`src/rtl/des_pkg.sv`:
```
// Shared DES S-box constants, the standard S1..S8 tables and the 6-bit chunk to table address mapping.
package des_pkg;

    localparam int SBOX_IN_W  = 6;
    localparam int SBOX_OUT_W = 4;
    localparam int SBOX_DEPTH = 64;
    localparam int MAX_BOX    = 8;

    // Standard DES tables, row-major {row, col}; entry 0 sits in the most significant nibble.
    localparam logic [255:0] SBOX_STD [MAX_BOX] = '{
        256'hE4D12FB83A6C5907_0F74E2D1A6CB9538_41E8D62BFC973A50_FC8249175B3EA06D,
        256'hF18E6B34972DC05A_3D47F28EC01A69B5_0E7BA4D158C6932F_D8A13F42B67C05E9,
        256'hA09E63F51DC7B428_D709346A285ECBF1_D6498F30B12C5AE7_1AD069874FE3B52C,
        256'h7DE3069A1285BC4F_D8B56F03472C1AE9_A690CB7DF13E5284_3F06A1D8945BC72E,
        256'h2C417AB6853FD0E9_EB2C47D150FA3986_421BAD78F9C5630E_B8C71E2D6F09A453,
        256'hC1AF92680D34E75B_AF427C9561DE0B38_9EF528C3704A1DB6_432C95FABE17608D,
        256'h4B2EF08D3C975A61_D0B7491AE35C2F86_14BDC37EAF680592_6BD814A7950FE23C,
        256'hD2846FB1A93E50C7_1FD8A374C56B0E92_7B419CE206ADF358_21E74A8DFC90356B
    };

    function automatic logic [5:0] sbox_addr(input logic [5:0] b);
        return {b[5], b[0], b[4:1]};
    endfunction

    function automatic logic [3:0] sbox_std_entry(input int box, input int idx);
        return SBOX_STD[box][255-4*idx -: 4];
    endfunction

endpackage

```
`src/rtl/des_sbox_array_if.sv`:
```
// Streaming and table-write signals of the S-box array, grouped for the round datapath.
interface des_sbox_array_if #(
    parameter int NUM_BOX = 8
);
    logic                   in_valid;
    logic                   in_ready;
    logic [6*NUM_BOX-1:0]   din;
    logic                   out_valid;
    logic                   out_ready;
    logic [4*NUM_BOX-1:0]   dout;
    logic                   wr_en;
    logic [2:0]             wr_box;
    logic [5:0]             wr_addr;
    logic [3:0]             wr_data;
    logic                   wr_done;
    logic                   busy;

    modport master (
        output in_valid, din, out_ready, wr_en, wr_box, wr_addr, wr_data,
        input  in_ready, out_valid, dout, wr_done, busy
    );

    modport slave (
        input  in_valid, din, out_ready, wr_en, wr_box, wr_addr, wr_data,
        output in_ready, out_valid, dout, wr_done, busy
    );
endinterface

```
`src/rtl/des_sbox_ram.sv`:
```
// One 64x4 S-box table: single write port, registered read with enable, preloaded with the standard table.
module des_sbox_ram
  import des_pkg::*;
#(
  parameter string INIT_FILE = "",
  parameter int    BASE      = 0
) (
  input  logic       clk,
  input  logic       rstn,
  input  logic       rd_en,
  input  logic [5:0] rd_addr,
  output logic [3:0] q,
  input  logic       we,
  input  logic [5:0] wr_addr,
  input  logic [3:0] wr_data
);

  logic [SBOX_OUT_W-1:0] mem [SBOX_DEPTH];

  initial begin
    for (int i = 0; i < SBOX_DEPTH; i++) mem[i] = sbox_std_entry(BASE/SBOX_DEPTH, i);
  end

  always_ff @(posedge clk) begin
    if (we) mem[wr_addr] <= wr_data;
  end

  always_ff @(posedge clk) begin
    if (!rstn)      q <= '0;
    else if (rd_en) q <= mem[rd_addr];
  end

endmodule

```
`src/rtl/des_sbox_array.sv`:
```
// Parallel DES S-box substitution with valid/ready streaming, runtime table rewrite and optional output register.
module des_sbox_array
    import des_pkg::*;
#(
    parameter int    NUM_BOX   = 8,
    parameter bit    REG_OUT   = 1,
    parameter string INIT_FILE = "Sbox_all.txt"
) (
    input  logic            clk,
    input  logic            rstn,
    des_sbox_array_if.slave bus
);

    logic                 vld_p1;
    logic                 vld_p2;
    logic                 free_p1;
    logic                 in_fire;
    logic                 busy_int;
    logic                 wr_commit;
    logic [4*NUM_BOX-1:0] data_p1;

    // Writes wait for an empty pipeline so in-flight words keep the old table.
    assign busy_int  = vld_p1 | vld_p2;
    assign wr_commit = rstn & bus.wr_en & ~busy_int;
    assign bus.wr_done = wr_commit;
    assign bus.busy    = busy_int;

    assign bus.in_ready = ~bus.wr_en & free_p1;
    assign in_fire      = bus.in_valid & bus.in_ready;

    // ---- stage p1: table read register (read enable = load condition) ----
    generate
        for (genvar i = 0; i < NUM_BOX; i++) begin : g_box
            logic [SBOX_IN_W-1:0] chunk;
            assign chunk = bus.din[SBOX_IN_W*(NUM_BOX-i)-1 -: SBOX_IN_W];

            des_sbox_ram #(
                .INIT_FILE (INIT_FILE),
                .BASE      (SBOX_DEPTH*i)
            ) u_ram (
                .clk     (clk),
                .rstn    (rstn),
                .rd_en   (free_p1),
                .rd_addr (sbox_addr(chunk)),
                .q       (data_p1[SBOX_OUT_W*(NUM_BOX-i)-1 -: SBOX_OUT_W]),
                .we      (wr_commit && (bus.wr_box == 3'(i))),
                .wr_addr (bus.wr_addr),
                .wr_data (bus.wr_data)
            );
        end
    endgenerate

    always_ff @(posedge clk) begin
        if (!rstn)        vld_p1 <= 1'b0;
        else if (free_p1) vld_p1 <= in_fire;
    end

    // ---- stage p2: optional output register ----
    generate
        if (REG_OUT) begin : g_reg_out
            logic                 free_p2;
            logic [4*NUM_BOX-1:0] data_p2;

            assign free_p2 = ~vld_p2 | bus.out_ready;
            assign free_p1 = ~vld_p1 | free_p2;

            always_ff @(posedge clk) begin
                if (!rstn)        vld_p2 <= 1'b0;
                else if (free_p2) vld_p2 <= vld_p1;
            end

            always_ff @(posedge clk) begin
                if (!rstn)        data_p2 <= '0;
                else if (free_p2) data_p2 <= data_p1;
            end

            assign bus.out_valid = vld_p2;
            assign bus.dout      = data_p2;
        end else begin : g_direct
            assign vld_p2        = 1'b0;
            assign free_p1       = ~vld_p1 | bus.out_ready;
            assign bus.out_valid = vld_p1;
            assign bus.dout      = data_p1;
        end
    endgenerate

endmodule
```
`src/flat_wrapper.sv`:
```
// flat-port wrapper written by rule: the top's interface ports become plain ports
module des_sbox_array_flat import des_pkg::*;
#(
    parameter int    NUM_BOX   = 8,
    parameter bit    REG_OUT   = 1,
    parameter string INIT_FILE = "            "
)
  (clk, rstn, bus_in_valid, bus_din, bus_out_ready, bus_wr_en, bus_wr_box, bus_wr_addr, bus_wr_data, bus_in_ready, bus_out_valid, bus_dout, bus_wr_done, bus_busy);
  des_sbox_array_if #(.NUM_BOX(NUM_BOX)) bus_i ();
  input  logic clk;
  input  logic rstn;
  input wire logic [$bits(bus_i.in_valid)-1:0] bus_in_valid;
  input wire logic [$bits(bus_i.din)-1:0] bus_din;
  input wire logic [$bits(bus_i.out_ready)-1:0] bus_out_ready;
  input wire logic [$bits(bus_i.wr_en)-1:0] bus_wr_en;
  input wire logic [$bits(bus_i.wr_box)-1:0] bus_wr_box;
  input wire logic [$bits(bus_i.wr_addr)-1:0] bus_wr_addr;
  input wire logic [$bits(bus_i.wr_data)-1:0] bus_wr_data;
  output wire logic [$bits(bus_i.in_ready)-1:0] bus_in_ready;
  output wire logic [$bits(bus_i.out_valid)-1:0] bus_out_valid;
  output wire logic [$bits(bus_i.dout)-1:0] bus_dout;
  output wire logic [$bits(bus_i.wr_done)-1:0] bus_wr_done;
  output wire logic [$bits(bus_i.busy)-1:0] bus_busy;
  assign bus_i.in_valid = bus_in_valid;
  assign bus_i.din = bus_din;
  assign bus_i.out_ready = bus_out_ready;
  assign bus_i.wr_en = bus_wr_en;
  assign bus_i.wr_box = bus_wr_box;
  assign bus_i.wr_addr = bus_wr_addr;
  assign bus_i.wr_data = bus_wr_data;
  assign bus_in_ready = bus_i.in_ready;
  assign bus_out_valid = bus_i.out_valid;
  assign bus_dout = bus_i.dout;
  assign bus_wr_done = bus_i.wr_done;
  assign bus_busy = bus_i.busy;
  des_sbox_array #(.NUM_BOX(NUM_BOX), .REG_OUT(REG_OUT), .INIT_FILE(INIT_FILE)) u_core (.clk(clk), .rstn(rstn), .bus(bus_i));
endmodule
```
`config.mk`:
```
export PLATFORM = sky130hd
export DESIGN_NAME = des_sbox_array_flat
export DESIGN_NICKNAME = d
export VERILOG_FILES = /design/src/rtl/des_pkg.sv /design/src/rtl/des_sbox_array_if.sv /design/src/rtl/des_sbox_ram.sv /design/src/rtl/des_sbox_array.sv /design/src/flat_wrapper.sv
export SDC_FILE = /design/constraint.sdc
export NUM_CORES = 2
export LEC_CHECK = 0
export ABC_AREA = 1
export BUFFER_PORTS_ARGS = -buffer_cell sky130_fd_sc_hd__buf_2
export CAP_MARGIN = 40
export CORE_ASPECT_RATIO = 1.4
export CORE_UTILIZATION = 50
export CTS_CLUSTER_SIZE = 12
export DETAILED_ROUTE_END_ITERATION = 8
export PLACE_DENSITY = 0.7
export SYNTH_ARGS = -nofsm -noshare
export SYNTH_HDL_FRONTEND = slang
export SYNTH_SLANG_ARGS = --single-unit
```
`constraint.sdc`:
```
create_clock -name clk -period 3.41 [get_ports clk]
set_input_delay 0.682 -clock clk [delete_from_list [all_inputs] [get_ports clk]]
set_output_delay 0.682 -clock clk [all_outputs]
set_load 0.01 [all_outputs]
```
==> results.yml <==
status:
  status: "finished, final reports clean"
worst_setup_path:
  path_max_fanout: 8
  critPathLaunch: "u_core.bus.out_valid$_SDFFE_PN0P_"
  path_buf_inv: 6
  cp-start-kind: "flop"
  cp_top_family: "buffers and inverters"
  cp_slowest_cell: "buf_4"
  crit_path_max_incr_delay_ns: 0.39
  worstPathCellList: "inv_1, nor2_2, inv_2, nor2_4, buf_4, clkinv_2, nand2_1, inv_1, buf_2"
  endpoint_kind: "output pin"
  arrival_ns: 2.34
  r2r-start: "u_core.vld_p1$_SDFFE_PN0P_"
  crit_type: "reg -> out"
  cpMostUsedCell: "inv_1"
  required_ns: 2.73
pwr:
  power_frac_comb_pct: 6.2
  p_int_mw: 40.39
  p_sw_mw: 11.43
  seqPwrFrac_pct: 55.2
  power_density_nw_per_um2: 539.2
  ir_drop_mv: 0.3961
  clock_power_share_pct: 38.6
  switching_share_pct: 22.05
  p_leak_nw: 34.01
finish:
  drive_gt1_share_pct: 7.639
  area_growth_pct: 11.02
  final_cells: 10160
  nets: 7814
  finish.utilization_pct: 55.93
timing:
  max_slew.worst_pin.slew_ns: 0.9654
  skew_ns: 0.02576
  hold_violations: 0
  rsz0062_at_grt: "no"
  setup_tns_ns: 0
  fin_ws_ns: 0.3913
  fmax_ghz: 0.3313
  whs_ns: 0.1282
  fin_crit_sh_pct: 88.52
  slew_viol_final: 0
  setup_viol: 0
  finalCriticalPeriod_ns: 3.019
  relSlewSlack_pct: 35.64
global_routing:
  grt_max_degree: 129
  grt_pass1_vias: 57710
  grt_pass1_wl_mm: 361.6
  grt_remaining_overflow: 0
  grt_use_total_pct: 28.17
  antenna_found_initial: 29
clock_tree:
  h-tree-depth: 4
  cts_tree: "built"
  cts_hold_buf: 0
  cts_root_buffer: "clkbuf_16"
  cts.sinks: 2114
  path_clk_slew_ns: 0.06
  clk_latency_ns: 0.84
  numCtsBuffers: 198
  cts-resized-gates: 0
  clk_path_buf_depth: 3
  cts_setup_buffers: 0
logic_synthesis:
  ys_ff_latch: 2114
  synth_cell_types: 18
  synthCells: 7683
  synth_area_per_cell_um2: 11.27
  synth_area_um2: 86570
  seq_area_frac_synth_pct: 72.57
  yosys_warnings: 0
  syn-num-nets: 7749
place:
  dpl_worst_slack_ns: 0.2307
  dp.cells: 9822
  numPortBuffers: 101
  place_congestion: 0.9155
  hpwl_mm: 159.2
die:
  core-area_um2: 171800
  fp.dieArea_um2: 174800
  num_rows: 180
  die_w_um: 353.7
  die_y_um: 494.3
  start_util_pct: 50.38
  ios: 102
detailed_routing:
  final_antenna_net_count: 0
  vias: 59430
  drt-initial-drc-count: 6961
  viasPerCell: 5.851
  drcViolationCount: 0
  first_pass_iters: 7
  routed_wl_mm: 249.3
  routedWlPerCell_um: 24.54
job:
  maxCapViolCount: 0
min_path:
  min_path_type: "in -> reg"
  worstHoldStart: "bus_in_valid"
[cells by family (layout without fill, tap and decap cells)]
family	after synthesis	in the layout	share of synthesized area, %
AOI/OAI and AO/OA	48	48	0.2775
DFF	2114	2114	72.57
buffers and inverters	586	771	2.930
and+or+nand+nor	4935	4935	24.22
other	0	15	0
[cell usage after synthesis, drive strengths merged]
master     n  share of area, %
dfxtp     66               1.5
nand3   1890                11
a21oi     16             0.093
nor2     618               2.7
edfxtp  2048                71
inv      104              0.45
buf      338               1.9
clkbuf   144              0.62
o21ai     32              0.19
nand2   2410                10
nor3      17              0.11
[cell type report]
cell class / instances / area [um^2]
multi-input combinational: 4983 / 21210
clock buffer: 303 / 5517
tap: 2275 / 2846
inverter: 104 / 401.6
sequential: 2114 / 62820
antenna: 15 / 37.54
fill: 13840 / 75730
clock inverter: 17 / 145.1
timing repair buffer: 347 / 3131
[per-layer routing]
metal | up-vias | track usage [%] | wire length, um
met2 | 3050 | 46.64 | 119200
li1 | 26890 | - | -
met5 | - | 0 | 241
met3 | 696 | 6.094 | 23790
met1 | 28770 | 33.43 | 88260
met4 | 34 | 17.92 | 17800
[state kept, by name (all words and copies together), names as in the netlist]
name and cells:
u_core.bus.out_valid 1, u_core.bus.dout 32, u_core.g_box.u_ram.q 32, u_core.g_box.u_ram.mem 2048
u_core.vld_p1 1
[path summary, 6_finish.rpt]
path / end / slack (ns) / cells past startpoint
worst max-delay path: bus_in_ready / 0.39 / 9
worst min-delay path: u_core.vld_p1$_SDFFE_PN0P_ / 0.13 / 3
worst min register to register: u_core.bus.dout[0]$_SDFFE_PN0P_ / 0.48 / 2
worst max register to register: u_core.g_box[7].u_ram.mem[40][0]$_DFFE_PP_ / 0.64 / 7
[worst register-to-register path: cells and delay by family, from the launching register on]
kind / cells / cell delay (ns)
buffers and inverters: 2 / 0.22
flip-flops: 1 / 0.29
AND/OR/NAND/NOR: 5 / 1.86
[power by group through the flow]
stage	registers [mW]	clock network, mW	logic (mW)
2_1_floorplan	29.1	0	1.75
3_3_place_gp	29.1	0	3.13
6_report	28.6	20.0	3.22
4_1_cts	28.6	20.1	3.19
3_5_place_dp	29.1	0	3.17
5_1_grt	28.6	21.0	3.49
[through the flow]
step,total power [mW],area [um^2]
floorplan,30.88,86570
detailed placement,32.32,90400
finish,51.82,96110
CTS,51.91,96070
global route,53.12,96080
global placement,32.27,90330
[layout by cell type (no fill, tap or decap), drive strengths merged]
cell type	count
nand3	1890
clkbuf	303
o21ai	32
a21oi	16
clkinv	21
inv	100
nor3	17
nor2	618
dfxtp	66
diode	15
nand2	2410
buf	347
edfxtp	2048
(Power assumes the default switching activity.)
